### config.mk
export PLATFORM = sky130hd
export DESIGN_NAME = uart_lite
export DESIGN_NICKNAME = d
export VERILOG_FILES = /design/src/rtl/uart_lite.sv
export SDC_FILE = /design/constraint.sdc
export NUM_CORES = 1
export LEC_CHECK = 0
export CORE_UTILIZATION = 50
export CTS_CLUSTER_DIAMETER = 100
export DETAILED_ROUTE_END_ITERATION = 8
export PLACE_DENSITY = 0.77
export SLEW_MARGIN = 40
export SYNTH_ARGS = -nofsm -noshare
export SYNTH_HDL_FRONTEND = slang
export SYNTH_SLANG_ARGS = --single-unit
### constraint.sdc
create_clock -name clk -period 3.4 [get_ports clk]
set_clock_uncertainty 0.2 [all_clocks]
set_input_delay 0.85 -clock clk [delete_from_list [all_inputs] [get_ports clk]]
set_output_delay 0.85 -clock clk [all_outputs]
set_load 0.05 [all_outputs]
### src/rtl/uart_lite.sv
// uart_lite: 8N1 Wishbone UART peripheral with a programmable 16-bit baud divisor.
// Registers: 0 DATA, 1 STATUS, 2 CTRL, 3 DIV_L, 4 DIV_H, 5-7 read as zero.
// Optional feature macro: UART_RXFIFO_EN. When defined, RX storage is a 4-entry FIFO.
// When it is undefined, RX storage is a single holding register.
module uart_lite #(
  parameter logic [15:0] DIV_RST = 16'd433
) (
  input  logic       clk,
  input  logic       rst,
  input  logic [2:0] WB_ADRi,
  input  logic [7:0] WB_DATi,
  output logic [7:0] WB_DATo,
  input  logic       WB_WEi,
  input  logic       WB_CYCi,
  input  logic       WB_STBi,
  output logic       WB_ACKo,
  output logic       TXD,
  input  logic       RXD,
  output logic       UART_INT
);

  typedef enum logic [1:0] {TX_IDLE, TX_START, TX_DATA, TX_STOP} tx_state_t;
  typedef enum logic [1:0] {RX_IDLE, RX_START, RX_DATA, RX_STOP} rx_state_t;

  // ---------------- bus / register signals ----------------
  logic        ack_q, ack_d;
  logic [7:0]  dat_q, dat_d;
  logic [2:0]  ctrl_q, ctrl_d;
  logic [15:0] div_q, div_d;
  logic        ovr_q, ovr_d;
  logic        ferr_q, ferr_d;
  logic        int_q, int_d;
  logic        bus_fire, wr_fire, rd_fire;
  logic        tx_wr, rx_pop, status_wr;
  logic [7:0]  rdata;

  // ---------------- transmitter signals ----------------
  tx_state_t   tx_state_q, tx_state_d;
  logic [15:0] tx_cnt_q, tx_cnt_d;
  logic [15:0] tx_div_q, tx_div_d;
  logic [2:0]  tx_bit_q, tx_bit_d;
  logic [7:0]  tx_shift_q, tx_shift_d;
  logic [7:0]  hold_q, hold_d;
  logic        hold_full_q, hold_full_d;
  logic        txd_q, txd_d;
  logic        tx_load;
  logic        tx_bit_end;

  // ---------------- receiver signals ----------------
  logic        rx_s1_q, rx_s2_q, rx_prev_q;
  rx_state_t   rx_state_q, rx_state_d;
  logic [15:0] rx_cnt_q, rx_cnt_d;
  logic [15:0] rx_div_q, rx_div_d;
  logic [2:0]  rx_bit_q, rx_bit_d;
  logic [7:0]  rx_shift_q, rx_shift_d;
  logic        rx_done_q, rx_done_d;
  logic [7:0]  rx_byte_q, rx_byte_d;
  logic        rx_ferr_set;

  // ---------------- RX storage common view ----------------
  logic        rx_avail;
  logic [7:0]  rx_rdata;
  logic        rx_pop_ok;
  logic        rx_push_ok;
  logic        rx_overrun_set;

  // A request is taken on the edge that raises the ack; holding ack off for one
  // cycle afterwards gives exactly one ack per request.
  assign bus_fire  = WB_CYCi & WB_STBi & ~ack_q;
  assign wr_fire   = bus_fire & WB_WEi;
  assign rd_fire   = bus_fire & ~WB_WEi;
  assign tx_wr     = wr_fire & (WB_ADRi == 3'd0) & ~hold_full_q;
  assign rx_pop    = rd_fire & (WB_ADRi == 3'd0);
  assign status_wr = wr_fire & (WB_ADRi == 3'd1);

  // Read data mux, sampled into the registered read bus on the acking edge
  always_comb begin
    rdata = 8'h00;
    case (WB_ADRi)
      3'd0:    rdata = rx_rdata;
      3'd1:    rdata = {3'b000, ferr_q, ovr_q, (tx_state_q != TX_IDLE), ~hold_full_q, rx_avail};
      3'd2:    rdata = {5'b00000, ctrl_q};
      3'd3:    rdata = div_q[7:0];
      3'd4:    rdata = div_q[15:8];
      default: rdata = 8'h00;
    endcase
  end

  // Next-state for ack, read data, control/divisor registers, sticky flags and the interrupt
  always_comb begin
    ack_d  = bus_fire;
    dat_d  = dat_q;
    ctrl_d = ctrl_q;
    div_d  = div_q;
    ovr_d  = ovr_q;
    ferr_d = ferr_q;
    if (rd_fire) begin
      dat_d = rdata;
    end
    if (wr_fire) begin
      case (WB_ADRi)
        3'd2:    ctrl_d = WB_DATi[2:0];
        3'd3:    div_d  = {div_q[15:8], WB_DATi};
        3'd4:    div_d  = {WB_DATi, div_q[7:0]};
        default: ;
      endcase
    end
    // Clear-by-write first, then a new event in the same cycle wins so it is never lost
    if (status_wr && WB_DATi[3]) ovr_d  = 1'b0;
    if (status_wr && WB_DATi[4]) ferr_d = 1'b0;
    if (rx_overrun_set)          ovr_d  = 1'b1;
    if (rx_ferr_set)             ferr_d = 1'b1;
    int_d = (rx_avail & ctrl_q[0]) | (~hold_full_q & ctrl_q[1]) | ((ovr_q | ferr_q) & ctrl_q[2]);
  end

  // Bus-side register state
  always_ff @(posedge clk or negedge rst) begin
    if (!rst) begin
      ack_q  <= 1'b0;
      dat_q  <= 8'h00;
      ctrl_q <= 3'b000;
      div_q  <= DIV_RST;
      ovr_q  <= 1'b0;
      ferr_q <= 1'b0;
      int_q  <= 1'b0;
    end else begin
      ack_q  <= ack_d;
      dat_q  <= dat_d;
      ctrl_q <= ctrl_d;
      div_q  <= div_d;
      ovr_q  <= ovr_d;
      ferr_q <= ferr_d;
      int_q  <= int_d;
    end
  end

  assign tx_bit_end = (tx_cnt_q == tx_div_q);

  // Transmit engine next-state; TXD is a registered copy of the current state,
  // so the line lags the state by one clock uniformly and frames stay gap-free.
  always_comb begin
    tx_state_d  = tx_state_q;
    tx_cnt_d    = tx_cnt_q;
    tx_div_d    = tx_div_q;
    tx_bit_d    = tx_bit_q;
    tx_shift_d  = tx_shift_q;
    hold_d      = hold_q;
    hold_full_d = hold_full_q;
    tx_load     = 1'b0;
    case (tx_state_q)
      TX_IDLE: begin
        if (hold_full_q) tx_load = 1'b1;
      end
      TX_START: begin
        if (tx_bit_end) begin
          tx_cnt_d   = 16'd0;
          tx_bit_d   = 3'd0;
          tx_state_d = TX_DATA;
        end else begin
          tx_cnt_d = tx_cnt_q + 16'd1;
        end
      end
      TX_DATA: begin
        if (tx_bit_end) begin
          tx_cnt_d   = 16'd0;
          tx_shift_d = {1'b0, tx_shift_q[7:1]};
          if (tx_bit_q == 3'd7) tx_state_d = TX_STOP;
          else                  tx_bit_d   = tx_bit_q + 3'd1;
        end else begin
          tx_cnt_d = tx_cnt_q + 16'd1;
        end
      end
      TX_STOP: begin
        if (tx_bit_end) begin
          tx_cnt_d = 16'd0;
          if (hold_full_q) tx_load    = 1'b1;
          else             tx_state_d = TX_IDLE;
        end else begin
          tx_cnt_d = tx_cnt_q + 16'd1;
        end
      end
      default: tx_state_d = TX_IDLE;
    endcase
    // Frame start: take the byte and latch the divisor for the whole frame
    if (tx_load) begin
      tx_state_d  = TX_START;
      tx_cnt_d    = 16'd0;
      tx_shift_d  = hold_q;
      tx_div_d    = div_q;
      hold_full_d = 1'b0;
    end
    // Only accepted while the holding register is empty, so never collides with a load
    if (tx_wr) begin
      hold_d      = WB_DATi;
      hold_full_d = 1'b1;
    end
    case (tx_state_q)
      TX_START: txd_d = 1'b0;
      TX_DATA:  txd_d = tx_shift_q[0];
      default:  txd_d = 1'b1;
    endcase
  end

  // Transmit engine state; reset drives TXD high without waiting for a clock
  always_ff @(posedge clk or negedge rst) begin
    if (!rst) begin
      tx_state_q  <= TX_IDLE;
      tx_cnt_q    <= 16'd0;
      tx_div_q    <= DIV_RST;
      tx_bit_q    <= 3'd0;
      tx_shift_q  <= 8'h00;
      hold_q      <= 8'h00;
      hold_full_q <= 1'b0;
      txd_q       <= 1'b1;
    end else begin
      tx_state_q  <= tx_state_d;
      tx_cnt_q    <= tx_cnt_d;
      tx_div_q    <= tx_div_d;
      tx_bit_q    <= tx_bit_d;
      tx_shift_q  <= tx_shift_d;
      hold_q      <= hold_d;
      hold_full_q <= hold_full_d;
      txd_q       <= txd_d;
    end
  end

  // Receive engine next-state: start-bit check at half a bit, then full-bit sampling
  always_comb begin
    rx_state_d  = rx_state_q;
    rx_cnt_d    = rx_cnt_q;
    rx_div_d    = rx_div_q;
    rx_bit_d    = rx_bit_q;
    rx_shift_d  = rx_shift_q;
    rx_byte_d   = rx_byte_q;
    rx_done_d   = 1'b0;
    rx_ferr_set = 1'b0;
    case (rx_state_q)
      RX_IDLE: begin
        if (rx_prev_q && !rx_s2_q) begin
          rx_state_d = RX_START;
          rx_cnt_d   = 16'd0;
          rx_div_d   = div_q;
        end
      end
      RX_START: begin
        if (rx_cnt_q == (rx_div_q >> 1)) begin
          rx_cnt_d = 16'd0;
          rx_bit_d = 3'd0;
          // A line that is high again at mid-start was a glitch, not a frame
          if (rx_s2_q) rx_state_d = RX_IDLE;
          else         rx_state_d = RX_DATA;
        end else begin
          rx_cnt_d = rx_cnt_q + 16'd1;
        end
      end
      RX_DATA: begin
        if (rx_cnt_q == rx_div_q) begin
          rx_cnt_d   = 16'd0;
          rx_shift_d = {rx_s2_q, rx_shift_q[7:1]};
          if (rx_bit_q == 3'd7) rx_state_d = RX_STOP;
          else                  rx_bit_d   = rx_bit_q + 3'd1;
        end else begin
          rx_cnt_d = rx_cnt_q + 16'd1;
        end
      end
      RX_STOP: begin
        if (rx_cnt_q == rx_div_q) begin
          rx_cnt_d   = 16'd0;
          rx_state_d = RX_IDLE;
          if (rx_s2_q) begin
            rx_done_d = 1'b1;
            rx_byte_d = rx_shift_q;
          end else begin
            rx_ferr_set = 1'b1;
          end
        end else begin
          rx_cnt_d = rx_cnt_q + 16'd1;
        end
      end
      default: rx_state_d = RX_IDLE;
    endcase
  end

  // Receive synchronizer, edge history and engine state
  always_ff @(posedge clk or negedge rst) begin
    if (!rst) begin
      rx_s1_q    <= 1'b1;
      rx_s2_q    <= 1'b1;
      rx_prev_q  <= 1'b1;
      rx_state_q <= RX_IDLE;
      rx_cnt_q   <= 16'd0;
      rx_div_q   <= DIV_RST;
      rx_bit_q   <= 3'd0;
      rx_shift_q <= 8'h00;
      rx_done_q  <= 1'b0;
      rx_byte_q  <= 8'h00;
    end else begin
      rx_s1_q    <= RXD;
      rx_s2_q    <= rx_s1_q;
      rx_prev_q  <= rx_s2_q;
      rx_state_q <= rx_state_d;
      rx_cnt_q   <= rx_cnt_d;
      rx_div_q   <= rx_div_d;
      rx_bit_q   <= rx_bit_d;
      rx_shift_q <= rx_shift_d;
      rx_done_q  <= rx_done_d;
      rx_byte_q  <= rx_byte_d;
    end
  end

`ifdef UART_RXFIFO_EN
  logic [7:0] rx_fifo_mem [0:3];
  logic [1:0] rx_wr_ptr_q, rx_wr_ptr_d;
  logic [1:0] rx_rd_ptr_q, rx_rd_ptr_d;
  logic [2:0] rx_count_q, rx_count_d;

  assign rx_avail       = (rx_count_q != 3'd0);
  assign rx_rdata       = rx_fifo_mem[rx_rd_ptr_q];
  assign rx_pop_ok      = rx_pop & rx_avail;
  // A pop in the same cycle frees the slot the new byte needs
  assign rx_push_ok     = rx_done_q & ((rx_count_q != 3'd4) | rx_pop_ok);
  assign rx_overrun_set = rx_done_q & (rx_count_q == 3'd4) & ~rx_pop_ok;

  // FIFO pointer and occupancy next-state
  always_comb begin
    rx_wr_ptr_d = rx_wr_ptr_q;
    rx_rd_ptr_d = rx_rd_ptr_q;
    rx_count_d  = rx_count_q;
    if (rx_push_ok) rx_wr_ptr_d = rx_wr_ptr_q + 2'd1;
    if (rx_pop_ok)  rx_rd_ptr_d = rx_rd_ptr_q + 2'd1;
    if (rx_push_ok && !rx_pop_ok)      rx_count_d = rx_count_q + 3'd1;
    else if (!rx_push_ok && rx_pop_ok) rx_count_d = rx_count_q - 3'd1;
  end

  // FIFO pointer and occupancy state
  always_ff @(posedge clk or negedge rst) begin
    if (!rst) begin
      rx_wr_ptr_q <= 2'd0;
      rx_rd_ptr_q <= 2'd0;
      rx_count_q  <= 3'd0;
    end else begin
      rx_wr_ptr_q <= rx_wr_ptr_d;
      rx_rd_ptr_q <= rx_rd_ptr_d;
      rx_count_q  <= rx_count_d;
    end
  end

  // FIFO storage array, written only; contents need no reset
  always_ff @(posedge clk) begin
    if (rx_push_ok) rx_fifo_mem[rx_wr_ptr_q] <= rx_byte_q;
  end
`else
  logic [7:0] rx_buf_q, rx_buf_d;
  logic       rx_full_q, rx_full_d;

  assign rx_avail       = rx_full_q;
  assign rx_rdata       = rx_buf_q;
  assign rx_pop_ok      = rx_pop & rx_full_q;
  assign rx_push_ok     = rx_done_q & (~rx_full_q | rx_pop_ok);
  assign rx_overrun_set = rx_done_q & rx_full_q & ~rx_pop_ok;

  // Single holding register next-state; a simultaneous pop and push keeps it full
  always_comb begin
    rx_buf_d  = rx_buf_q;
    rx_full_d = rx_full_q;
    if (rx_pop_ok) rx_full_d = 1'b0;
    if (rx_push_ok) begin
      rx_buf_d  = rx_byte_q;
      rx_full_d = 1'b1;
    end
  end

  // Single holding register state
  always_ff @(posedge clk or negedge rst) begin
    if (!rst) begin
      rx_buf_q  <= 8'h00;
      rx_full_q <= 1'b0;
    end else begin
      rx_buf_q  <= rx_buf_d;
      rx_full_q <= rx_full_d;
    end
  end
`endif

  assign WB_ACKo  = ack_q;
  assign WB_DATo  = dat_q;
  assign TXD      = txd_q;
  assign UART_INT = int_q;

endmodule

## Yosys cells after proc, flatten, opt, wreduce, memory -nomap -nowiden

Cells that the tools add are included.
W data, S select, Z words.

- Register bits after elaboration: 152
- Input port bits: 17
- Output and inout bits: 11
- Word-level logic and storage cells: 170

- Add/subtract/negate cells: 4
- Equality and inequality tests: 29
- Muxes and demuxes: 52
- Bitwise logic cells: 26
- Reduce and logical (&&, ||, !) cells: 31

Operators with widths:

| operator | count |
|---|---|
| $mux W16 | 6 |
| $pmux W16 S3 | 1 |
| $pmux W8 S5 | 1 |
| $add A16 B1 Y16 const B | 2 |
| $eq A16 B16 Y1 | 2 |
| $pmux W16 S2 | 1 |
| $mux W2 | 12 |
| $mux W8 | 3 |
| $reduce_bool A2 Y1 | 10 |
| $mux W3 | 6 |
| $ne A2 B2 Y1 const B | 9 |
| $eq A16 B15 Y1 | 1 |
| $mux W1 | 16 |
| $and A1 B1 Y1 | 15 |
| $ne A3 B3 Y1 const B | 5 |
| $pmux W3 S2 | 2 |
| $eq A3 B3 Y1 const B | 3 |
| $reduce_and A3 Y1 | 3 |
| $eq A2 B2 Y1 const B | 4 |
| $pmux W2 S4 | 1 |
| $reduce_and A2 Y1 | 4 |
| $reduce_and A4 Y1 | 2 |
| $not A1 Y1 | 7 |
| $add A3 B1 Y3 const B | 2 |
| other kinds (15) | 24 |

## Longest topological paths before layout

Gate-level depths: netlist of run 1.

- Depth in word-level cells: 8
- Mapped depth: 9
- Gate-level depth less buffers: 8

## Least setup slack after synthesis of run 1

No wires, ideal clock.

- Path type: input -> register
- Start: in WB_ADRi[0]
- End: reg hold_q[0]
- Setup time: 0.125 ns
- Arrival time: 2.352 ns
- Required time: 3.075 ns
- Path slack: 0.724 ns
- Stages on the path: 4
- Buffers on the path: 1
- Cells stage by stage: clkbuf_1 > nor2_1 > nor4b_2 > mux2_2

- Word-level cells in the longest chain between the ends: 3

Ends and longest elaborated chain:

| element | line | source |
|---|---|---|
| from (decl) | 10 | `input logic [2:0] WB_ADRi,` |
| $logic_not A3 Y1 | 72 | `assign tx_wr = wr_fire & (WB_ADRi == 3'd0) & ~hold_full_q;` |
| $and A1 B1 Y1 (2 in series) | 72 |  |
| to (signal assigned) | 221 | `hold_q <= hold_d;` |
| to (decl) | 43 | `logic [7:0] hold_q, hold_d;` |

No other way between the ends.
A chain may end at the register's enable or synchronous reset.

## Worst setup path after layout of run 1

- Start: reg txd_q (netlist: TXD)
- End: out TXD

RTL lines:

| element | line | source |
|---|---|---|
| from (decl) | 45 | `logic txd_q, txd_d;` |
| from (signal assigned) | 223 | `txd_q <= txd_d;` |
| to (decl) | 17 | `output logic TXD,` |

No word-level cell between the ends.

==> results of run 1 <==
## synth_stat cells (all sizes together), types with 7 or more instances
| library cell | count | area (µm²) |
|---|---|---|
| a21oi | 33 | 168.9 |
| a31oi | 9 | 56.30 |
| and3 | 9 | 56.30 |
| clkbuf | 28 | 105.1 |
| dfrtp | 133 | 3328 |
| dfstp | 19 | 499.2 |
| ha | 11 | 137.6 |
| inv | 9 | 33.78 |
| mux2 | 80 | 900.9 |
| mux2i | 11 | 110.1 |
| nand2 | 58 | 217.7 |
| nand3 | 19 | 95.09 |
| nand3b | 8 | 60.06 |
| nand4 | 15 | 93.84 |
| nor2 | 46 | 172.7 |
| nor3 | 9 | 45.04 |
| o21ai | 34 | 170.2 |
| o22ai | 11 | 68.82 |
| or3 | 7 | 43.79 |
| xnor2 | 47 | 411.6 |
## worst reg2reg max path, cell delays in order (launching register included)
cell and delay, ns:
dfrtp_1 0.47, xnor2_1 0.20, nand4_1 0.14, nor4_2 0.59, nand4_1 0.52, mux2_2 0.44
## worst paths after layout
check	start	endpoint	slack, ns
hold reg to reg	rx_s1_q$_DFF_PN1_	rx_s2_q$_DFF_PN1_	0.16
hold / removal	rx_s1_q$_DFF_PN1_	rx_s2_q$_DFF_PN1_	0.16
min in group asynchronous	rst	rx_cnt_q[10]$_DFFE_PN0P_	0.17
setup / recovery	TXD$_DFF_PN1_	TXD	0.62
max in group asynchronous	rst	div_q[8]$_DFFE_PN1P_	2.03
setup reg to reg	rx_cnt_q[13]$_DFFE_PN0P_	rx_byte_q[4]$_DFFE_PN0P_	0.72
## where the power goes
group          total, mW  switching (mW)  internal [mW]  leakage, nW
registers           2.77           0.480           2.29         1.95
clock network       1.75           0.788          0.967        0.261
logic               1.87            1.01          0.867         1.52
## sequential cells by signal (all words and copies together) (netlist names), 2 cells and up, named ones only
name and cells:
rx_shift_q 8, WB_DATo 8, rx_buf_q 8, tx_cnt_q 16, rx_bit_q 3, tx_bit_q 3, rx_cnt_q 16, rx_div_q 16
rx_byte_q 8, div_q 16, tx_div_q 16, ctrl_q 3, tx_state_q 2, hold_q 8, tx_shift_q 8
## kinds of logic after synthesis
kind of cell | count (synthesis) | synth area share
buffers and inverters | 43 | 0.02498
XOR/XNOR | 50 | 0.05909
AND/OR/NAND/NOR | 203 | 0.1425
multiplexers | 91 | 0.1364
adder cells (fa/ha/maj) | 11 | 0.01857
flip-flops | 152 | 0.5165
AO/OA/AOI/OAI | 122 | 0.1020
## through the flow
stage	hold WS, ns	area [µm²]
after global placement	0.1491	7899
after CTS	0.1593	8459
final	0.1590	8459
after global routing	0.1661	8459
after floorplan	0.1452	7411
after detailed placement	0.1473	7906
## layout make-up
class                           instances  area, µm²  share of cell area
Sequential cell                       152       3827              0.4524
Inverter                                9      33.78            0.003993
Timing Repair Buffer                   43      404.1             0.04777
Multi-Input combinational cell        477       3411              0.4032
Clock buffer                           18      439.2             0.05192
Clock inverter                         14      113.9             0.01346
Tap cell                              184      230.2             0.02721
## metal layers
| metal | track usage | up-vias | routed length [µm] |
|---|---|---|---|
| li1 | - | 2456 | - |
| met1 | 0.2996 | 2664 | 7131 |
| met2 | 0.3740 | 163 | 8031 |
| met3 | 0.04487 | 30 | 669 |
| met4 | 0.08584 | 0 | 301 |
| met5 | 0 | - | 0 |
==> reports/results.tsv, run 1 <==
stage	metric	value	unit
clock_tree	htree_levels	4	
die	ios	28	
global_routing	antenna_found_initial	0	
drt	firstDrtPassIters	5	
setup_path	cp.depth	1	
die	core	14480	µm²
timing	fin_crit	2.783	ns
clock_tree	postCtsSetupBuffers	0	
clock_tree	clock_latency	0.42	ns
synthesis	ys_seq_elements	152	
synthesis	ys_async_sr_fraction	1.000	
place	gp_congestion	0.8802	
layout	nFillCells	1129	
drt	finalWirelength	16.13	mm
layout	fin_cells	897	
power	vdd_drop_max	0.0005564	V
timing	relSlewSlack	0.5000	
timing	setup_slack	0.6175	ns
layout	drive_above_1_share	0.2216	
timing	max_slew.worst_pin.slew	0.7395	ns
drt	wire_per_inst	17.99	µm
clock_tree	root_buffer	clkbuf_16	
outcome	outcome	completed	
synthesis	syn-instance-count	672	
drt	first_iter_violations	388	
place	dp.cells	865	
power	powerDensity	756.3	nW/µm²
layout	final_common_cell	dfrtp_1	
setup_path	cpMaxStageDelayCell	clkdlybuf4s50_1	
clock_tree	cts.sinks	152	
synthesis	synth_edf_count	0	
setup_path	rr_worst_depth	5	
die	rows	44	
timing	period_share	0.8184	
global_routing	grt_start_max_net_pins	54	
clock_tree	ctsResizeCount	0	
clock_tree	ctsHoldBuffers	0	
synthesis	ys.flop_type	dfrtp_1	
layout	final_util	0.5843	
setup_path	cp_num_buf_inv	1	
setup_path	required	2.35	ns
drt	vias_per_cell	5.923	
layout	syn2layout_area_growth	14.15	%
timing	tns	0	ns
place	portBuffers	27	
synthesis	syn_area	7411	µm²
global_routing	grt_pass1_vias	5341	
global_routing	grt_usage	0.2283	
global_routing	grt_pass1_wl	26.62	mm
synthesis	synth.distinct_cells	54	
power	power	6.398	mW
setup_path	path_cells	clkdlybuf4s50_1	
flow_run	cap_violations	0	
setup_path	startpoint_type	flop	
place	dp_hpwl	11.32	mm
setup_path	crit_path_end_kind	primary output	
synthesis	syn_nets	700	
timing	setup_viol	0	
setup_path	critPathMaxStageDelay	0.79	ns
timing	rsz0062_at_grt	no	
timing	max_freq	359.4	MHz
timing	finalHoldViolations	0	
setup_path	crit_arrival	1.73	ns
place	preCtsSetupSlack	0.3648	ns
drt	via_count	5313	
power	leakage	3.729	nW
layout	antennaDiodeCount	0	
synthesis	synth_area_per_cell	11.03	µm²
layout	layout.nets	728	
die	die_h	123.7	µm
die	initial_core_util	0.5118	
setup_path	path_class	flop to primary output	
layout	final_cell_mix	dfrtp_1 (133), mux2_2 (80), nand2_1 (58)	
die	dieWidth	123.7	µm
synthesis	yosys_warnings	0	
worst_hold_path	min_path_cells	0	
clock_tree	cts_tree	done	
clock_tree	clk_path_buf_depth	2	
global_routing	overflow	0	
setup_path	path_max_fanout	1	
synthesis	yosysSeqAreaShare	0.5165	
drt	drc	0	
worst_hold_path	hold_path.class	flop to flop	
clock_tree	clkTransAtPathRegs	0.06	ns
die	die_area	15310	µm²
drt	postRouteAntennaNets	0	
timing	maxSlewViolCount	0	
setup_path	critical_path.top_delay_family	buffers and inverters	
clock_tree	cts_made_buffers	17	
Note: power is estimated with default switching activity, not from simulation.
==> run 2, diff against run 1 <==
--- a/config.mk
+++ b/config.mk
@@ -8,7 +8,7 @@
 export CORE_UTILIZATION = 50
 export CTS_CLUSTER_DIAMETER = 100
 export DETAILED_ROUTE_END_ITERATION = 8
-export PLACE_DENSITY = 0.77
+export PLACE_DENSITY = 0.8
 export SLEW_MARGIN = 40
 export SYNTH_ARGS = -nofsm -noshare
 export SYNTH_HDL_FRONTEND = slang
==> constraint.sdc (replaced) <==
create_clock -name clk -period 2.4 [get_ports clk]
set_clock_uncertainty 0.2 [all_clocks]
set_input_delay 0.6 -clock clk [delete_from_list [all_inputs] [get_ports clk]]
set_output_delay 0.6 -clock clk [all_outputs]
set_load 0.05 [all_outputs]
==> reports/results.tsv, run 2 (synthesis results as in run 1) <==
stage	metric	value	unit	change
layout	final_cell_mix	dfrtp_1 (132), mux2_2 (79), nand2_1 (58)		
drt	via_count	5619		+5.8%
die	ios	28		unchanged
drt	finalWirelength	18.23	mm	+13%
place	portBuffers	27		unchanged
place	preCtsSetupSlack	-0.1857	ns	-0.5504 ns
place	gp_congestion	0.8472		-3.7%
die	core	14480	µm²	unchanged
timing	fin_crit	2.388	ns	
setup_path	setup.worst_path.start	rx_div_q[3]$_DFFE_PN0P_		
clock_tree	clkTransAtPathRegs	0.06	ns	about the same
clock_tree	clock_latency	0.42	ns	about the same
timing	setup_slack	0.01202	ns	-0.6055 ns
timing	max_slew.worst_pin.slew	0.5113	ns	-0.2283 ns
die	die_area	15310	µm²	unchanged
timing	setup_viol	0		unchanged
drt	firstDrtPassIters	5		unchanged
timing	period_share	0.9950		
drt	first_iter_violations	354		-8.8%
die	dieWidth	123.7	µm	unchanged
power	powerDensity	1090	nW/µm²	+44%
power	leakage	4.087	nW	+9.6%
setup_path	r2r-start	rx_div_q[3]$_DFFE_PN0P_		
clock_tree	cts.sinks	152		unchanged
die	rows	44		unchanged
global_routing	grt_usage	0.2458		+0.01757
drt	vias_per_cell	5.952		+0.49%
setup_path	startpoint_type	flop		
drt	drc	0		unchanged
layout	syn2layout_area_growth	22.37	%	
setup_path	path_max_fanout	7		+6
clock_tree	clk_path_buf_depth	2		unchanged
global_routing	overflow	0		unchanged
timing	maxSlewViolCount	0		unchanged
outcome	outcome	completed		
power	vdd_drop_max	0.0007130	V	+28%
global_routing	grt_pass1_wl	28.31	mm	+6.3%
die	initial_core_util	0.5118		unchanged
flow_run	cap_violations	0		unchanged
layout	drive_above_1_share	0.2934		+0.07182
global_routing	grt_pass1_vias	5628		+5.4%
timing	finalHoldViolations	0		unchanged
layout	antennaDiodeCount	0		unchanged
global_routing	antenna_found_initial	0		unchanged
clock_tree	root_buffer	clkbuf_16		
setup_path	crit_path_end_kind	flop		
timing	rsz0062_at_grt	yes		
place	dp_hpwl	11.99	mm	+5.9%
drt	wire_per_inst	19.31	µm	+7.3%
worst_hold_path	hold_path.class	flop to flop		
worst_hold_path	min_from	rx_s1_q$_DFF_PN1_		
setup_path	required	2.50	ns	+0.15 ns
drt	postRouteAntennaNets	0		unchanged
global_routing	grt_start_max_net_pins	52		-3.7%
layout	layout.nets	775		+6.5%
clock_tree	htree_levels	4		unchanged
timing	relSlewSlack	0.6579		+0.1579
clock_tree	cts_tree	done		
power	power	9.889	mW	+55%
layout	final_common_cell	dfrtp_1		
setup_path	path_class	flop to flop		
setup_path	crit_arrival	2.49	ns	+0.76 ns
timing	max_freq	418.8	MHz	
clock_tree	cts_made_buffers	17		unchanged
layout	nFillCells	1065		-5.7%
die	die_h	123.7	µm	unchanged
run 2: changes by cell type in the layout (fill, tap and decap cells not counted), moves of 3 or more:
cell	previous run	this run
o21ai_1	1	8
dlygate4sd2_1	0	5
o21ai_0	33	26
clkinvlp_4	4	1
inv_6	6	3
buf_6	1	5
clkdlybuf4s50_1	26	16
buf_12	1	4
buf_4	15	50
a21oi_1	32	27
dlymetal6s2s_1	0	4
a21oi_2	0	5
run 2: path summary, 6_finish.rpt:
kind / end / slack (ns) / cells past startpoint
max in group asynchronous: rx_div_q[0]$_DFFE_PN1P_ / 0.92 / 3
worst max-delay path: rx_state_q[0]$_DFFE_PN0P_ / 0.01 / 6
worst min register to register: rx_s2_q$_DFF_PN1_ / 0.16 / 0
worst max register to register: rx_state_q[0]$_DFFE_PN0P_ / 0.01 / 6
worst min-delay path: rx_s2_q$_DFF_PN1_ / 0.16 / 0
min in group asynchronous: rx_cnt_q[12]$_DFFE_PN0P_ / 0.43 / 2
run 2: per-stage QoR:
step	setup TNS [ns]	cell area [µm²]	instances	hold slack [ns]	utilization
after detailed placement	-5.561	8205	899	0.1484	0.5667
after CTS	-0.05422	8838	935	0.1614	0.6104
after global routing	-0.4280	9069	944	0.1650	0.6263
final	0	9069	944	0.1603	0.6263
after floorplan	-0.07041	7420	672	0.1044	-
after global placement	-3.612	8198	899	0.1505	0.5662
run 2: area by class of cell:
cell class	count	area (µm²)	share of cell area
sequential	152	3829	0.4222
multi-input combinational	479	3556	0.3921
timing repair buffer	88	840.8	0.09272
clock buffer	19	432.9	0.04774
tap	184	230.2	0.02539
clock inverter	13	146.4	0.01614
inverter	9	33.78	0.003725
run 2: routing by layer:
layer,part of all wire,global-route usage,vias to the layer above
li1,-,-,2556
met1,0.40,0.2988,2806
met2,0.52,0.4170,202
met3,0.046,0.04991,55
met4,0.035,0.1190,0
met5,0,0,-
run 2: critical path: stages (launching register included):
cell	delay (ns)
dfrtp_1	0.44
xor2_1	0.19
or4_4	0.50
nor4_4	0.24
o22a_4	0.26
buf_12	0.13
mux2_2	0.32
run 2: where the power goes:
group | internal, mW | leakage (nW) | total, mW | switching [mW]
sequential | 3.25 | 1.95 | 3.92 | 0.670
clock | 1.54 | 0.284 | 2.62 | 1.08
combinational | 1.62 | 1.85 | 3.35 | 1.73
run 2: timing repair:
item / in CTS / in global routing
pin swaps: 5 / 11
gates cloned: 1 / 4
hold buffers: 1 / 0
setup buffers: 2 / 5
hold endpoints to repair: 24 / 0
setup endpoints to repair: 23 / 44
resized for setup: 12 / 35
==> run 3, diff against run 2 <==
--- a/config.mk
+++ b/config.mk
@@ -5,10 +5,12 @@
 export SDC_FILE = /design/constraint.sdc
 export NUM_CORES = 1
 export LEC_CHECK = 0
-export CORE_UTILIZATION = 50
+export CELL_PAD_IN_SITES_DETAIL_PLACEMENT = 1
+export CELL_PAD_IN_SITES_GLOBAL_PLACEMENT = 1
+export CORE_UTILIZATION = 45
 export CTS_CLUSTER_DIAMETER = 100
 export DETAILED_ROUTE_END_ITERATION = 8
-export PLACE_DENSITY = 0.8
+export PLACE_DENSITY = 0.87
 export SLEW_MARGIN = 40
 export SYNTH_ARGS = -nofsm -noshare
 export SYNTH_HDL_FRONTEND = slang
==> reports/results.tsv, run 3 (synthesis results as in run 1) <==
stage	metric	value	unit	change
place	gp_congestion	0.9076		+7.1%
timing	tns	-14.04	ns	-14.04 ns
die	initial_core_util	0.4632		-0.04867
setup_path	crit_arrival	2.97	ns	+0.48 ns
timing	maxSlewViolCount	0		unchanged
global_routing	grt_pass1_vias	7064		+26%
die	dieWidth	130.3	µm	+5.3%
die	ios	28		unchanged
layout	syn2layout_area_growth	30.80	%	
timing	relSlewSlack	0.5174		-0.1405
setup_path	r2r_end	tx_cnt_q[10]$_DFFE_PN0P_		
layout	final_cell_mix	dfrtp_1 (129), mux2_2 (77), buf_4 (65)		
drt	firstDrtPassIters	5		unchanged
timing	setup_viol	96		+96
worst_hold_path	min_from	rx_s1_q$_DFF_PN1_		
global_routing	grt_start_max_net_pins	40		-23%
power	leakage	4.304	nW	+5.3%
setup_path	crit_path_end_kind	flop		
place	preCtsSetupSlack	-0.3368	ns	-0.1511 ns
worst_hold_path	min_path_cells	0		unchanged
global_routing	grt_usage	0.3711		+0.1252
setup_path	startpoint_type	flop		
timing	period_share	1.192		+0.1974
worst_hold_path	hold_path.class	flop to flop		
global_routing	grt_pass1_wl	44.77	mm	+58%
die	core	16000	µm²	+11%
clock_tree	cts.sinks	152		unchanged
timing	fin_crit	2.862	ns	+0.4738 ns
clock_tree	cts_tree	done		
clock_tree	htree_levels	4		unchanged
drt	vias_per_cell	6.975		+17%
power	vdd_drop_max	0.0008816	V	+24%
layout	layout.nets	800		+3.2%
setup_path	regToRegSetupSlack	-0.46	ns	-0.47 ns
power	power	11.77	mW	+19%
power	powerDensity	1214	nW/µm²	+11%
flow_run	cap_violations	0		unchanged
drt	postRouteAntennaNets	0		unchanged
die	die_area	16990	µm²	+11%
setup_path	cp_num_buf_inv	2		+1
setup_path	critPathMaxStageDelay	0.46	ns	-0.04 ns
layout	design_area	9693	µm²	+6.9%
layout	antennaDiodeCount	0		unchanged
layout	nFillCells	1622		+52%
setup_path	cpMaxStageDelayCell	nor4_4		
outcome	violations	setup timing		
timing	setup_slack	-0.4617	ns	-0.4738 ns
drt	drc	0		unchanged
place	portBuffers	27		unchanged
timing	finalHoldViolations	0		unchanged
drt	wire_per_inst	34.59	µm	+79%
place	dp.cells	945		+5.1%
setup_path	r2r-start	tx_div_q[1]$_DFFE_PN0P_		
drt	via_count	6982		+24%
setup_path	required	2.51	ns	about the same
layout	fin_cells	1001		+6.0%
global_routing	antenna_found_initial	1		+1
clock_tree	clock_latency	0.45	ns	+0.03 ns
die	die_h	130.3	µm	+5.3%
layout	drive_above_1_share	0.3809		+0.08747
timing	max_slew.worst_pin.slew	0.7206	ns	+0.2093 ns
timing	max_freq	349.4	MHz	-17%
outcome	outcome	complete, but fails checks		
setup_path	rr_worst_depth	8		+2
setup_path	path_max_fanout	8		+1
layout	final_common_cell	dfrtp_1		
place	placed_area	8351	µm²	+1.8%
worst_hold_path	min_to	rx_s2_q$_DFF_PN1_		
drt	first_iter_violations	859		+140%
die	rows	46		+4.5%
setup_path	critical_path.top_delay_family	simple AND/OR/NAND/NOR gates		
clock_tree	root_buffer	clkbuf_16		
global_routing	overflow	0		unchanged
drt	finalWirelength	34.62	mm	+90%
clock_tree	clkTransAtPathRegs	0.07	ns	about the same
clock_tree	cts_made_buffers	17		unchanged
timing	rsz0062_at_grt	yes		
place	dp_hpwl	15.61	mm	+30%
setup_path	path_cells	xnor2_1 -> nand4_1 -> nor4_4 -> buf_6 -> a211oi_4 -> buf_4 -> o31ai_1 -> a21oi_1		
clock_tree	clk_path_buf_depth	2		unchanged
setup_path	path_class	flop to flop		
[run 3: cell count changes in the layout (fill, tap and decap cells not counted), sizes merged]
cell,change
buf,+25
dlygate4sd2,+5
dlymetal6s2s,-4
clkbuf,+3
clkinv,-3
clkinvlp,+2
a211oi,-1
a21oi,-1
clkdlybuf4s50,-1
[run 3: worst register-to-register path, stage by stage (launching register included)]
cell      delay (ns)
dfrtp_1         0.41
xnor2_1         0.30
nand4_1         0.33
nor4_4          0.46
buf_6           0.19
a211oi_4        0.10
buf_4           0.17
o31ai_1         0.42
a21oi_1         0.15
[run 3: power by group]
part	total, mW	switching [mW]	internal [mW]
sequential	4.15	0.906	3.25
combinational	4.75	2.71	2.04
clock	2.86	1.26	1.60
total	11.8	4.88	6.89
[run 3: timing repair]
action	CTS	global route
pin swaps	9	34
gates cloned	1	4
setup endpoints to repair	64	91
setup buffers	8	10
gates resized for setup	37	99
hold buffers	1	0
endpoints found under the hold margin	27	0
[run 3: area by class of cell]
| class | instances | area, µm² | share of cell area |
|---|---|---|---|
| clock inverter | 12 | 140.1 | 0.01446 |
| timing repair buffer | 115 | 1134 | 0.1169 |
| inverter | 9 | 33.78 | 0.003485 |
| clock buffer | 20 | 456.7 | 0.04711 |
| sequential | 152 | 3832 | 0.3954 |
| multi-input combinational | 477 | 3826 | 0.3947 |
| tap | 216 | 270.3 | 0.02788 |
[run 3: stage by stage]
step                hold slack [ns]    util
finish                       0.1719  0.6058
global route                 0.1728  0.6058
CTS                          0.1661  0.5716
detailed placement           0.1578  0.5219
global placement             0.1493  0.5214
floorplan                    0.1044       -
[run 3: metal layers]
layer	up-vias	wire, µm	track usage
met5	-	11	0
met4	2	3365	0.2623
met3	261	3029	0.09020
met2	629	16160	0.6202
met1	3498	12060	0.4183
li1	2592	-	-
[run 3: worst max-delay path by stage]
| stage | slack [ns] | cells past startpoint | end | startpoint |
|---|---|---|---|---|
| CTS | -0.04 | 7 | tx_cnt_q[12]$_DFFE_PN0P_ | tx_div_q[0]$_DFFE_PN1P_ |
| global placement | -0.14 | 6 | hold_q[4]$_DFFE_PN0P_ | WB_STBi |
| finish | -0.46 | 8 | tx_cnt_q[10]$_DFFE_PN0P_ | tx_div_q[1]$_DFFE_PN0P_ |
| detailed placement | -0.34 | 7 | rx_buf_q[7]$_DFFE_PN0P_ | WB_CYCi |
| global route | -0.35 | 8 | tx_state_q[0]$_DFFE_PN0P_ | tx_cnt_q[1]$_DFFE_PN0P_ |
| floorplan | -0.01 | 5 | div_q[10]$_DFFE_PN0P_ | WB_ADRi[0] |
